**config.mk**
```make
export PLATFORM = sky130hd
export DESIGN_NAME = int_to_float_converter
export DESIGN_NICKNAME = d
export VERILOG_FILES = /design/src/rtl/int_to_float_pkg.sv /design/src/rtl/int_to_float_leading_one_detector.sv /design/src/rtl/int_to_float_converter.sv
export SDC_FILE = /design/constraint.sdc
export NUM_CORES = 1
export LEC_CHECK = 0
export BUFFER_PORTS_ARGS = -buffer_cell sky130_fd_sc_hd__buf_2
export CORE_AREA = 3 3 50 52
export DETAILED_ROUTE_END_ITERATION = 7
export DIE_AREA = 0 0 53 55
export PLACE_DENSITY = 0.87
export SYNTH_ARGS = -nofsm -noshare
export SYNTH_HDL_FRONTEND = slang
export SYNTH_SLANG_ARGS = --single-unit
```
**constraint.sdc**
```tcl
create_clock -name clk -period 4.13 [get_ports clk]
set_input_delay 0.826 -clock clk [delete_from_list [all_inputs] [get_ports clk]]
set_output_delay 0.826 -clock clk [all_outputs]
set_load 0.05 [all_outputs]
```
**src/rtl/int_to_float_pkg.sv**
```systemverilog
// Shared constants and the 13-bit float layout used by int_to_float_converter.
// Optional feature macro: INT_TO_FLOAT_UNSIGNED_EN (see int_to_float_converter.sv).
package int_to_float_pkg;

    localparam int INT_W  = 8;
    localparam int EXP_W  = 4;
    localparam int FRAC_W = 8;

    // Value = (-1)^sign * 0.frac * 2^exp; frac MSB is 1 for every non-zero value.
    typedef struct packed {
        logic              sign;
        logic [EXP_W-1:0]  exp;
        logic [FRAC_W-1:0] frac;
    } float13_t;

    localparam float13_t FLOAT_ZERO = '{sign: 1'b0, exp: '0, frac: '0};

endpackage

```
**src/rtl/int_to_float_leading_one_detector.sv**
```systemverilog
// Combinational priority encoder: position of the most significant set bit of
// an 8-bit vector, plus a flag for the all-zero vector (position is 0 then).
module leading_one_detector (
    input  logic [7:0] vec,
    output logic [2:0] pos,
    output logic       zero
);

    logic [7:0] is_lead;

    // A bit leads when it is set and nothing above it is set; exactly one
    // bit of is_lead is high for a non-zero input, so OR-ing indices is safe.
    generate
        for (genvar gi = 0; gi < 8; gi++) begin : g_lead
            assign is_lead[gi] = vec[gi] & ~|(vec >> (gi + 1));
        end
    endgenerate

    always_comb begin
        pos = 3'd0;
        for (int i = 0; i < 8; i++) begin
            if (is_lead[i]) begin
                pos = pos | 3'(i);
            end
        end
    end

    assign zero = ~|vec;

endmodule

```
**src/rtl/int_to_float_converter.sv**
```systemverilog
// 8-bit two's-complement integer to 13-bit float, combinational plus a registered copy.
// Macro INT_TO_FLOAT_UNSIGNED_EN adds signed_i to select unsigned interpretation.
module int_to_float_converter
    import int_to_float_pkg::*;
(
    input  logic             clk,
    input  logic             reset,
`ifdef INT_TO_FLOAT_UNSIGNED_EN
    input  logic             signed_i,
`endif
    input  logic [INT_W-1:0] int_i,
    output logic [12:0]      float_o,
    output logic [12:0]      float_r_o
);

    logic             sign_bit;
    logic [INT_W-1:0] mag;
    logic [2:0]       lead_pos;
    logic             mag_zero;
    float13_t         conv;
    float13_t         float_reg;

`ifdef INT_TO_FLOAT_UNSIGNED_EN
    assign sign_bit = signed_i & int_i[INT_W-1];
`else
    assign sign_bit = int_i[INT_W-1];
`endif

    // -128 negates to 8'h80, which is the correct unsigned magnitude.
    assign mag = sign_bit ? (~int_i + 8'd1) : int_i;

    leading_one_detector u_lod (
        .vec  (mag),
        .pos  (lead_pos),
        .zero (mag_zero)
    );

    always_comb begin
        conv = FLOAT_ZERO;
        if (!mag_zero) begin
            conv.sign = sign_bit;
            conv.exp  = {1'b0, lead_pos} + 4'd1;
            conv.frac = mag << (3'd7 - lead_pos);
        end
    end

    assign float_o = conv;

    always_ff @(posedge clk or posedge reset) begin
        if (reset) begin
            float_reg <= FLOAT_ZERO;
        end else begin
            float_reg <= conv;
        end
    end

    assign float_r_o = float_reg;

endmodule

```
=== After elaboration in Yosys (flattened, before gate mapping) ===
Index checks and enable logic that the tools add are counted.

* Reductions and logical operators: 12
* $mul: 0
* $add $sub $neg: 3
* Div/mod/pow operators: 0
* Eq/ne operators: 0
* Muxes and demuxes: 9
* Order comparisons: 0
* Bitwise operators: 7
* Shift operators: 1

{| class="wikitable"
|+ Operators by type and width
! operator !! number
|-
| 13-bit 2-to-1 mux || 1
|-
| 3-bit 2-to-1 mux || 4
|-
| 8-bit by 1-bit adder with 8-bit output, second input constant || 1
|-
| 8-bit 2-to-1 mux || 1
|-
| 8-bit inverter || 1
|-
| 8-bit OR reduction || 1
|-
| 8-bit by 3-bit left shift with 8-bit output || 1
|-
| 1-bit AND || 6
|-
| 1-bit logical NOT || 6
|-
| 6-bit OR reduction || 1
|-
| 5-bit OR reduction || 1
|-
| 3-bit by 1-bit adder with 4-bit output, second input constant || 1
|-
| 2-bit 2-to-1 mux || 2
|-
| 4-bit OR reduction || 1
|-
| 3-bit OR reduction || 1
|-
| 3-bit subtractor, first input constant || 1
|-
| 2-bit OR reduction || 1
|-
| 1-bit 2-to-1 mux || 1
|}

* Memory bits (read-only): 0
* Output and inout port bits: 26
* Flip-flop bits (word level): 13
* Logic and storage cells: 35
* Memories: 0
* Latch bits: 0
* Memory bits (writable): 0
* Input port bits: 10

=== Longest topological paths before layout ===
Gate-level depths: netlist (run 1).

* Word-level depth: 16
* Mapped depth: 11
* Depth with buffers taken out: 10

=== By module ===
A second synthesis (run 1) with hierarchy kept.

* Cells, all modules: 130
* Area total of the unflattened synthesis: 1061.0 sq um

{| class="wikitable"
|+ By module, submodules not included
! module !! sequential area each (sq um) !! cells an instance !! area each (sq um) !! times used
|-
| int_to_float_converter || 325.3 || 119 || 993.5 || 1
|-
| leading_one_detector || 0.0 || 11 || 67.6 || 1
|}

=== Worst setup path before layout (run 1) ===
OpenSTA, ideal clock, no wires.

* Path kind: input to output
* Start: in int_i[0]
* End: out float_o[3]
* Cell stages on the path: 8
* Buffers on the path: 1
* Arrival: 3.583 ns
* Required time: 3.304 ns
* Setup slack: -0.279 ns
* Path through: buf_2 -> inv_1 -> ha_1 -> o21bai_1 -> and3_1 -> a211oi_4 -> mux2i_1 -> o31ai_1

* Longest elaborated chain between the ends: 16
* Elaborated cells between the ends (all ways): 31
* Those cells by class: add/sub: 2; shift: 1; mux: 9; bitwise: 7; reduce/logical: 12

{| class="wikitable"
|+ Ends and longest elaborated chain
! item !! RTL line !! RTL
|-
| start, declared || int_to_float_converter.sv:11 || <nowiki>input logic [INT_W-1:0] int_i,</nowiki>
|-
| 8-bit inverter || int_to_float_converter.sv:30 || <nowiki>assign mag = sign_bit ? (~int_i + 8'd1) : int_i;</nowiki>
|-
| 8-bit by 1-bit adder with 8-bit output || int_to_float_converter.sv:30 ||
|-
| 8-bit 2-to-1 mux (*) || int_to_float_converter.sv:30 ||
|-
| 6-bit OR reduction || int_to_float_leading_one_detector.sv:15 || <nowiki>assign is_lead[gi] = vec[gi] & ~|(vec >> (gi + 1));</nowiki>
|-
| 1-bit logical NOT || int_to_float_leading_one_detector.sv:15 ||
|-
| 1-bit AND || int_to_float_leading_one_detector.sv:15 ||
|-
| 1-bit 2-to-1 mux || int_to_float_leading_one_detector.sv:22 || <nowiki>if (is_lead[i]) begin</nowiki>
|-
| 2-bit 2-to-1 mux (2 in series) || int_to_float_leading_one_detector.sv:22 ||
|-
| 3-bit 2-to-1 mux (4 in series) || int_to_float_leading_one_detector.sv:22 ||
|-
| 3-bit subtractor || int_to_float_converter.sv:43 || <nowiki>conv.frac = mag << (3'd7 - lead_pos);</nowiki>
|-
| 8-bit by 3-bit left shift with 8-bit output || int_to_float_converter.sv:43 ||
|-
| 13-bit 2-to-1 mux (*) || int_to_float_converter.sv:40 || <nowiki>if (!mag_zero) begin</nowiki>
|-
| end, declared || int_to_float_converter.sv:12 || <nowiki>output logic [12:0] float_o,</nowiki>
|}

Every way passes the cells marked *; elsewhere a longest branch is shown, timed or not.

=== Worst setup path after layout (run 1) ===
* Start: in int_i[0]
* End: out float_o[10]

* Longest elaborated chain between the ends: 15
* Elaborated cells between the ends (all ways): 30
* Those cells by class: add/sub: 2; mux: 9; bitwise: 7; reduce/logical: 12

{| class="wikitable"
|+ Ends and longest elaborated chain
! item !! RTL line !! RTL
|-
| 8-bit inverter || int_to_float_converter.sv:30 ||
|-
| 8-bit by 1-bit adder with 8-bit output || int_to_float_converter.sv:30 ||
|-
| 8-bit 2-to-1 mux (*) || int_to_float_converter.sv:30 ||
|-
| 6-bit OR reduction || int_to_float_leading_one_detector.sv:15 ||
|-
| 1-bit logical NOT || int_to_float_leading_one_detector.sv:15 ||
|-
| 1-bit AND || int_to_float_leading_one_detector.sv:15 ||
|-
| 1-bit 2-to-1 mux || int_to_float_leading_one_detector.sv:22 ||
|-
| 2-bit 2-to-1 mux (2 in series) || int_to_float_leading_one_detector.sv:22 ||
|-
| 3-bit 2-to-1 mux (4 in series) || int_to_float_leading_one_detector.sv:22 ||
|-
| 3-bit by 1-bit adder with 4-bit output || int_to_float_converter.sv:42 || <nowiki>conv.exp = {1'b0, lead_pos} + 4'd1;</nowiki>
|-
| 13-bit 2-to-1 mux (*) || int_to_float_converter.sv:40 ||
|}

Marked as above.

==> results of run 1 <==
-- Yosys cell counts, drive strengths merged --
| master | count |
|---|---|
| nand2 | 15 |
| dfrtp | 13 |
| inv | 6 |
| nor2 | 6 |
| o21ai | 5 |
| mux2i | 4 |
| nor2b | 4 |
| xnor2 | 4 |
| a21oi | 3 |
| buf | 3 |
| nand3 | 3 |
| nor3b | 3 |
| o211ai | 3 |
| o31ai | 3 |
| and3 | 2 |
| clkbuf | 2 |
| ha | 2 |
| nand2b | 2 |
| nor4 | 2 |
| o21bai | 2 |
| xor2 | 2 |
| a211o | 1 |
| a211oi | 1 |
| a21boi | 1 |
| a2bb2oi | 1 |
| a311o | 1 |
| a31oi | 1 |
| a32oi | 1 |
| conb | 1 |
| nand3b | 1 |
| nand4 | 1 |
| nor3 | 1 |
| o211a | 1 |
| o311a | 1 |
| o32a | 1 |
| o32ai | 1 |
| o41ai | 1 |
| or2 | 1 |
| or3 | 1 |
| or3b | 1 |
-- stage by stage --
step           cell area, um2  util (%)  cells  hold slack, ps  worst slack, ps
3_3_place_gp             1236     57.54    169           835.6            239.1
3_5_place_dp             1236     57.54    169           850.0            111.8
6_report                 1272     59.23    174           550.5            170.3
4_1_cts                  1262     58.77    173           560.9            95.63
5_1_grt                  1272     59.23    174           587.0            1.437
2_1_floorplan            1040         -    109           703.0            11.05
-- path summary, 6_finish.rpt --
path,end,cells after the start
min,float_r_o[10],2
max in group asynchronous,float_r_o[2],2
max,float_o[10],11
min in group clk,float_r_o[12],2
-- area by class of cell --
cell class                 count  area [um2]  share of cell area (%)
sequential                    13       325.3                   25.57
multi-input combinational     85       660.6                   51.92
inverter                       6       22.52                   1.770
timing repair buffer          38       202.7                   15.93
tap                           28       35.03                   2.753
clock buffer                   4       26.28                   2.065
-- repair_timing --
| action | 4_1_cts | 5_1_grt |
|---|---|---|
| endpoints found under the setup margin | 0 | 3 |
| setup buffers | 0 | 1 |
| gates resized for setup | 0 | 1 |
| hold buffers | 0 | 0 |
-- kinds of logic after synthesis --
kind of cell	Yosys count
buffers and inverters	11
flip-flops	13
other	1
multiplexers	4
AO/OA/AOI/OAI	28
XOR/XNOR	6
AND/OR/NAND/NOR	43
adder cells (fa/ha/maj)	2
-- metal layers --
metal	GRT usage [%]	up-vias	share of wire (%)
met4	5.957	0	1.1
met2	34.50	52	49
li1	-	468	-
met1	19.44	425	40
met5	0	-	0
met3	1.072	4	9.5
-- where the power goes --
part / total [mW] / switching, mW / internal, mW
combinational: 0.249 / 0.185 / 0.0642
sequential: 0.145 / 0.00282 / 0.142
clock: 0.0714 / 0.0341 / 0.0373
==> reports/metrics.csv, run 1 <==
metric;value;unit
status;finished, final reports clean;
Synth area leader;dfrtp_1;
Post-DRT Antenna Nets;0;
DR vias/cell;5.454;
final hold vios;0;
Critical Path RT;3300;ps
cells after synthesis;108;
grt ovf;0;
first-pass GRT wire length;3.843;mm
RD Place Congestion;0.8532;
Clock Tree Root;clkbuf_4;
CP Cell Sequence;buf_2 > inv_1 > ha_2 > or3b_2 > a2bb2oi_1 > o32a_1 > o31ai_4 > ha_1 > xnor2_1 > nor2_2 > buf_2;
initial drt markers;24;
CP Buf/Inv Count;3;
Worst-Margin Slew;592.3;ps
XOR/XNOR share of the synthesized area;5.204;%
initial core utilization;47.00;%
largest family of logic cells by synthesized area;compound AO/OA/AOI/OAI gates;
DRT Wirelength;2.248;mm
cell repeated most along the worst path;buf_2;
vias in the first global route;903;
slew margin rel.;60.39;%
FP Rows;17;
crit-path leading delay family;compound AO/OA/AOI/OAI gates;
die area;0.002915;mm2
Total GRT Usage;17.34;%
compound-cell area share of the yosys netlist;25.90;%
most common cell after layout, fill and taps aside;buf_2;
Fmax;0.2525;GHz
H-tree Lvls;1;
crit start category;primary input;
Filler Cells Inserted;202;
critical path launch point;int_i[0];
DRT Pass-1 Iters;4;
Worst EP arrival;3130;ps
CTS buffer count;3;
CTS tree;built;
top-area cell type share of the netlist area;32.22;%
overall power;465.3;uW
Tmin final;3960;ps
cells taking the most area after synthesis;dfrtp_1 32%, nand2_1 5.2%, mux2i_1 4.0%;
commonest non-fill, non-tap cells in the layout;33 x buf_2, 14 x nand2_1, 13 x dfrtp_1;
Ant. Diodes;0;
wire per inst;12.92;um
Seq cells post-synth;13;
pwr dens;365.7;mW/mm2
post-synthesis mux area share;3.965;%
WS Path Type;primary input to output port;
syn avg cell area;9.349;um2
static leakage;0.5745;nW
Final Cycle Share;95.88;%
Worst VDD drop;0.0001815;V
Hold Crit Class;primary input to asynchronous set/reset pin;
clock tree buffer depth;2;
CTS Sinks;13;
CP max-delay cell;or3b_2;
I/O Buffers;34;
layout cells sized above 1;40.41;%
Setup-failing EPs final;0;
area delta synth->final;26.02;%
clk slew on worst S/H paths;70;ps
sequential share of the synthesized area;32.22;%
Vias;949;
initial antenna violation count;0;
simple-gate portion of the synthesized area;24.54;%
Distinct cells, synth;46;
Max-cap violations;0;
post-DP HPWL;1.925;mm
IO Count;36;
Final nets;159;
crit path capture type;output port;
post-synthesis adder-cell area fraction;2.478;%
die height;55;um
Die Width;53;um
Setup TNS;0;ps
total of warnings raised by yosys;0;
max-slew violation count;0;
max incr delay on CP;470;ps
flip-flop count of the largest register after layout;13;
Mapped Area;0.001010;mm2
remaining routing DRC violations;0;
Core Area;0.002148;mm2
largest net degree at the start of global routing;16;
Crit Path Max Fanout;8;
RSZ-0062 raised after global routing;false;
Note: power is estimated with default switching activity, not from simulation.
==> inputs of run 2 (changes only) <==
--- a/config.mk
+++ b/config.mk
@@ -5,10 +5,11 @@
 export SDC_FILE = /design/constraint.sdc
 export NUM_CORES = 1
 export LEC_CHECK = 0
+export ABC_AREA = 1
 export BUFFER_PORTS_ARGS = -buffer_cell sky130_fd_sc_hd__buf_2
-export CORE_AREA = 3 3 50 52
+export CORE_AREA = 3 3 49 51
 export DETAILED_ROUTE_END_ITERATION = 7
-export DIE_AREA = 0 0 53 55
+export DIE_AREA = 0 0 52 54
 export PLACE_DENSITY = 0.87
 export SYNTH_ARGS = -nofsm -noshare
 export SYNTH_HDL_FRONTEND = slang
==> reports/metrics.csv, run 2 <==
metric;value;unit;change
status;finished, final reports clean;;
Crit Path Max Fanout;6;;-2
Worst EP arrival;2960;ps;-170 ps
commonest non-fill, non-tap cells in the layout;35 x nand2_1, 34 x buf_2, 21 x nand3_1;;
list of most frequent post-synthesis cells;35 x nand2_1, 21 x nand3_1, 15 x inv_1;;
Multi-input gate area;535.5;um2;-19%
die height;54;um;-1.8%
cell repeated most along the worst path;inv_1;;
switching part of the total power;52.00;%;+4.3 points
CP Buf/Inv Count;7;;+4
Clock Tree Root;clkbuf_4;;
CTS resizes;0;;unchanged
I/O Buffers;34;;unchanged
crit-path leading delay family;buffers and inverters;;
Ant. Diodes;0;;unchanged
Core Area;0.001982;mm2;-7.7%
Final nets;180;;+13%
post-DP HPWL;1.854;mm;-3.7%
CTS tree;built;;
Int Pwr;245.6;uW;+0.88%
Max-cap violations;0;;unchanged
vias in the first global route;861;;-4.7%
Reg area;325.3;um2;unchanged
FFs w/ async S/R, synth;100.0;%;unchanged
most common cell after layout, fill and taps aside;nand2_1;;
DRT Wirelength;2.110;mm;-6.1%
Final Cycle Share;91.64;%;-4.2 points
CP Cell Sequence;buf_2 > inv_1 > ha_1 > inv_1 > nand2_1 > xor2_1 > inv_1 > nor2_4 > inv_2 > a21oi_2 > inv_2 > ha_1 > xnor2_1 > nor2_1 > buf_2;;
max-slew violation count;0;;unchanged
Distinct cells, synth;25;;-46%
RD Place Congestion;0.9587;;+12%
Post-DRT Antenna Nets;0;;unchanged
Synth area leader;dfrtp_1;;
CP max-delay cell;buf_2;;
remaining routing DRC violations;0;;unchanged
Hold Slack;548.1;ps;-2.426 ps
syn avg cell area;7.315;um2;-22%
final hold vios;0;;unchanged
DR vias/cell;4.918;;-9.8%
sequential share of the synthesized area;34.21;%;+2.0 points
Fmax;0.2642;GHz;+4.6%
RSZ-0062 raised after global routing;false;;
max incr delay on CP;280;ps;-190 ps
wire per inst;10.88;um;-16%
combinational share of power;56.7;%;+3.1 points
top-area cell type share of the netlist area;34.21;%;+2.0 points
Vias;954;;+0.53%
CTS Sinks;13;;unchanged
IO Count;36;;unchanged
Hold Crit Class;primary input to asynchronous set/reset pin;;
area delta synth->final;22.63;%;
most common cell in the synthesized netlist;nand2_1;;
flip-flop count of the largest register after layout;13;;unchanged
layout cells sized above 1;37.13;%;-3.3 points
pwr dens;438.8;mW/mm2;+20%
cells after synthesis;130;;+20%
Critical Path RT;3300;ps;about the same
first-pass GRT wire length;3.601;mm;-6.3%
Worst VDD drop;0.0002132;V;+17%
crit path capture type;output port;;
Total GRT Usage;16.92;%;-0.42 points
critical path launch point;int_i[0];;
final worst setup slack;345.3;ps;+175.0 ps
Filler Cells Inserted;190;;-5.9%
clock tree buffer depth;2;;unchanged
post-CTS setup buffer count;0;;unchanged
Clock Power Share;14.1;%;-1.3 points
Setup TNS;0;ps;unchanged
clk slew on worst S/H paths;70;ps;about the same
CTS buffer count;3;;unchanged
net switching power;266.1;uW;+20%
static leakage;0.6471;nW;+13%
DRT Pass-1 Iters;4;;unchanged
H-tree Lvls;1;;unchanged
initial core utilization;47.98;%;+0.98 points
FP Rows;16;;-1
initial antenna violation count;0;;unchanged
Die Width;52;um;-1.9%
cells taking the most area after synthesis;dfrtp_1 34%, nand2_1 14%, nand3_1 11%;;
Setup-failing EPs final;0;;unchanged
placed inst area;0.001140;mm2;-7.8%
pre-CTS setup slack;360.8;ps;+249.0 ps
largest net degree at the start of global routing;14;;-2
post-route cell area;0.001166;mm2;-8.4%
hold_buf cts;0;;unchanged
Mapped Area;950.9;um2;-5.8%
die area;0.002808;mm2;-3.7%
Reg power frac;29.2;%;-1.9 points
Tmin final;3785;ps;-175.0 ps
crit start category;primary input;;
Seq cells post-synth;13;;unchanged
ys flop type;dfrtp_1;;
total of warnings raised by yosys;0;;unchanged
Post-synth EDFFs;0;;unchanged
grt ovf;0;;unchanged
initial drt markers;19;;-21%
WS Path Type;primary input to output port;;
[run 2: cell count changes in the layout (fill, tap and decap cells not counted), moves of 4 or more]
cell,previous run,this run
nand2_1,14,35
nand3_1,3,21
inv_1,6,15
nand2_2,1,7
inv_2,0,5
o21ai_0,5,0
buf_4,4,0
mux2i_1,4,0
nor2_4,0,4
[run 2: stage by stage]
step           util, %  power, mW  std cells
2_1_floorplan        -     0.3846        131
4_1_cts          58.84     0.5170        194
5_1_grt          58.84     0.5440        194
3_5_place_dp     57.51     0.4428        190
6_report         58.84     0.5117        194
3_3_place_gp     57.51     0.4383        190
[run 2: power groups by stage]
stage | clock, mW | sequential (mW) | combinational (mW)
5_1_grt | 0.0824 | 0.150 | 0.311
6_report | 0.0720 | 0.149 | 0.290
3_5_place_dp | 0 | 0.152 | 0.291
4_1_cts | 0.0763 | 0.149 | 0.291
2_1_floorplan | 0 | 0.223 | 0.161
3_3_place_gp | 0 | 0.152 | 0.286
[run 2: final cells by class]
| cell class | count | area share (%) |
|---|---|---|
| Tap cell | 27 | 2.897 |
| Timing Repair Buffer | 34 | 14.59 |
| Clock buffer | 4 | 2.253 |
| Multi-Input combinational cell | 96 | 45.92 |
| Sequential cell | 13 | 27.90 |
| Inverter | 20 | 6.438 |
[run 2: kinds of logic after synthesis]
family | count (synthesis) | synth area share (%)
buffers and inverters | 22 | 9.868
xor gates and xnor gates | 2 | 1.842
DFF | 13 | 34.21
adders and majority gates | 2 | 2.631
and+or+nand+nor | 84 | 46.32
AOI/OAI and AO/OA | 6 | 4.737
other | 1 | 0.3944
[run 2: worst max-delay path by stage]
| stage | slack, ps | cells past startpoint | to |
|---|---|---|---|
| 2_1_floorplan | 450 | 14 | float_o[10] |
| 3_5_place_dp | 360 | 15 | float_o[10] |
| 4_1_cts | 330 | 15 | float_o[10] |
| 5_1_grt | 110 | 15 | float_o[10] |
| 6_report | 350 | 15 | float_o[10] |
| 3_3_place_gp | 480 | 15 | float_o[10] |
[run 2: routing by layer]
layer | global-route usage, % | share of wire (%)
met4 | 8.297 | 1.4
met3 | 1.662 | 9.9
met5 | 0 | 0
met2 | 33.05 | 51
met1 | 17.91 | 38
==> inputs of run 3 (changes only) <==
--- a/config.mk
+++ b/config.mk
@@ -10,7 +10,8 @@
 export CORE_AREA = 3 3 49 51
 export DETAILED_ROUTE_END_ITERATION = 7
 export DIE_AREA = 0 0 52 54
-export PLACE_DENSITY = 0.87
+export PLACE_DENSITY = 0.76
+export RECOVER_POWER = 25
 export SYNTH_ARGS = -nofsm -noshare
 export SYNTH_HDL_FRONTEND = slang
 export SYNTH_SLANG_ARGS = --single-unit
==> reports/metrics.csv, run 3 (synthesis results as in run 2) <==
metric;value;unit;change
largest net degree at the start of global routing;14;;unchanged
RD Place Congestion;0.9167;;-4.4%
static leakage;0.6471;nW;unchanged
cell repeated most along the worst path;inv_1;;
CTS tree;built;;
CP Cell Sequence;buf_2 > inv_1 > ha_1 > inv_1 > nand2_1 > xor2_1 > inv_1 > nor2_4 > inv_2 > a21oi_2 > inv_2 > ha_1 > xnor2_1 > nor2_1 > buf_2;;
vias in the first global route;871;;+1.2%
DR vias/cell;4.856;;-1.3%
final core utilization;58.84;%;unchanged
Clock Tree Root;clkbuf_4;;
placed inst area;0.001140;mm2;unchanged
CTS buffer count;3;;unchanged
Total GRT Usage;16.58;%;-0.34 points
Multi-input gate area;535.5;um2;unchanged
initial drt markers;12;;-7
overall power;512.8;uW;+0.23%
commonest non-fill, non-tap cells in the layout;35 x nand2_1, 34 x buf_2, 21 x nand3_1;;
DRT Pass-1 Iters;4;;unchanged
critical path launch point;int_i[0];;
CTS resizes;0;;unchanged
area delta synth->final;22.63;%;unchanged
RSZ-0062 raised after global routing;false;;
initial antenna violation count;0;;unchanged
first-pass GRT wire length;3.539;mm;-1.7%
die height;54;um;unchanged
post-CTS setup buffer count;0;;unchanged
I/O Buffers;34;;unchanged
max incr delay on CP;280;ps;about the same
post-DP HPWL;1.680;mm;-9.4%
crit path capture type;output port;;
Setup TNS;0;ps;unchanged
combinational share of power;56.1;%;-0.6 points
Final nets;180;;unchanged
IO Count;36;;unchanged
Reg power frac;29.1;%;about the same
Reg area;325.3;um2;unchanged
Critical Path RT;3300;ps;about the same
met2 usage;30.96;%;-2.1 points
switching part of the total power;52.13;%;+0.12 points
initial core utilization;47.98;%;unchanged
final hold vios;0;;unchanged
remaining routing DRC violations;0;;unchanged
post-route cell area;0.001166;mm2;unchanged
Post-DRT Antenna Nets;0;;unchanged
layout cells sized above 1;37.13;%;unchanged
Filler Cells Inserted;177;;-6.8%
Hold Crit Class;primary input to asynchronous set/reset pin;;
Tmin final;3723;ps;-61.36 ps
Worst VDD drop;0.0002174;V;+2.0%
Crit Path Max Fanout;6;;unchanged
busiest grt layer;met2;;
clock tree buffer depth;2;;unchanged
CP Buf/Inv Count;7;;unchanged
WS Path Type;primary input to output port;;
GR Layer Usage met1;19.10;%;+1.2 points
most common cell after layout, fill and taps aside;nand2_1;;
H-tree Lvls;1;;unchanged
flip-flop count of the largest register after layout;13;;unchanged
CTS Sinks;13;;unchanged
max-slew violation count;0;;unchanged
Fmax;0.2686;GHz;+1.6%
CP max-delay cell;buf_2;;
Setup-failing EPs final;0;;unchanged
pwr dens;439.8;mW/mm2;+0.23%
Vias;942;;-1.3%
Final Cycle Share;90.15;%;-1.5 points
Worst EP arrival;2900;ps;-60 ps
Max-cap violations;0;;unchanged
wire per inst;10.09;um;-7.2%
grt ovf;0;;unchanged
Clock Power Share;14.8;%;+0.7 points
net switching power;267.3;uW;+0.47%
Die Width;52;um;unchanged
status;finished, final reports clean;;
clk slew on worst S/H paths;70;ps;about the same
hold_buf cts;0;;unchanged
DRT Wirelength;1.958;mm;-7.2%
M3 GR Usage;1.108;%;-0.55 points
Ant. Diodes;0;;unchanged
crit-path leading delay family;buffers and inverters;;
crit start category;primary input;;
die area;0.002808;mm2;unchanged
Core Area;0.001982;mm2;unchanged
FP Rows;16;;unchanged
Int Pwr;245.5;uW;about the same
## run 3: cell counts in the layout (fill, tap and decap cells not counted)
Identical to the previous run, type by type.
## run 3: metal layers
| metal | share of wire, % | routed length [um] |
|---|---|---|
| met3 | 7.7 | 150 |
| met5 | 0 | 0 |
| met2 | 50 | 973 |
| met4 | 2.7 | 53 |
| met1 | 40 | 780 |
## run 3: stage by stage
| step | cells | worst slack [ps] | hold WS, ps |
|---|---|---|---|
| after floorplan | 131 | 449.1 | 703.0 |
| after global placement | 190 | 478.5 | 852.3 |
| after detailed placement | 190 | 393.0 | 870.5 |
| after CTS | 194 | 388.9 | 569.9 |
| after global routing | 194 | 186.0 | 599.5 |
| final | 194 | 406.6 | 550.1 |
## run 3: worst max path at each step
stage	to	depth (start not counted)	slack (ps)
finish	float_o[10]	15	410
detailed placement	float_o[10]	15	390
floorplan	float_o[10]	14	450
global placement	float_o[10]	15	480
CTS	float_o[10]	15	390
global route	float_o[10]	15	190
## run 3: power groups by stage
stage	combinational, mW	clock [mW]	sequential (mW)
after detailed placement	0.289	0	0.152
after CTS	0.290	0.0789	0.149
after global routing	0.310	0.0856	0.151
after floorplan	0.161	0	0.223
after global placement	0.286	0	0.152
final	0.288	0.0760	0.149
## run 3: layout make-up
class | count | share of cell area [%]
multi-input cells | 96 | 45.92
well taps | 27 | 2.897
inverters | 20 | 6.438
flip-flops and latches | 13 | 27.90
repair buffers | 34 | 14.59
clock buffers | 4 | 2.253
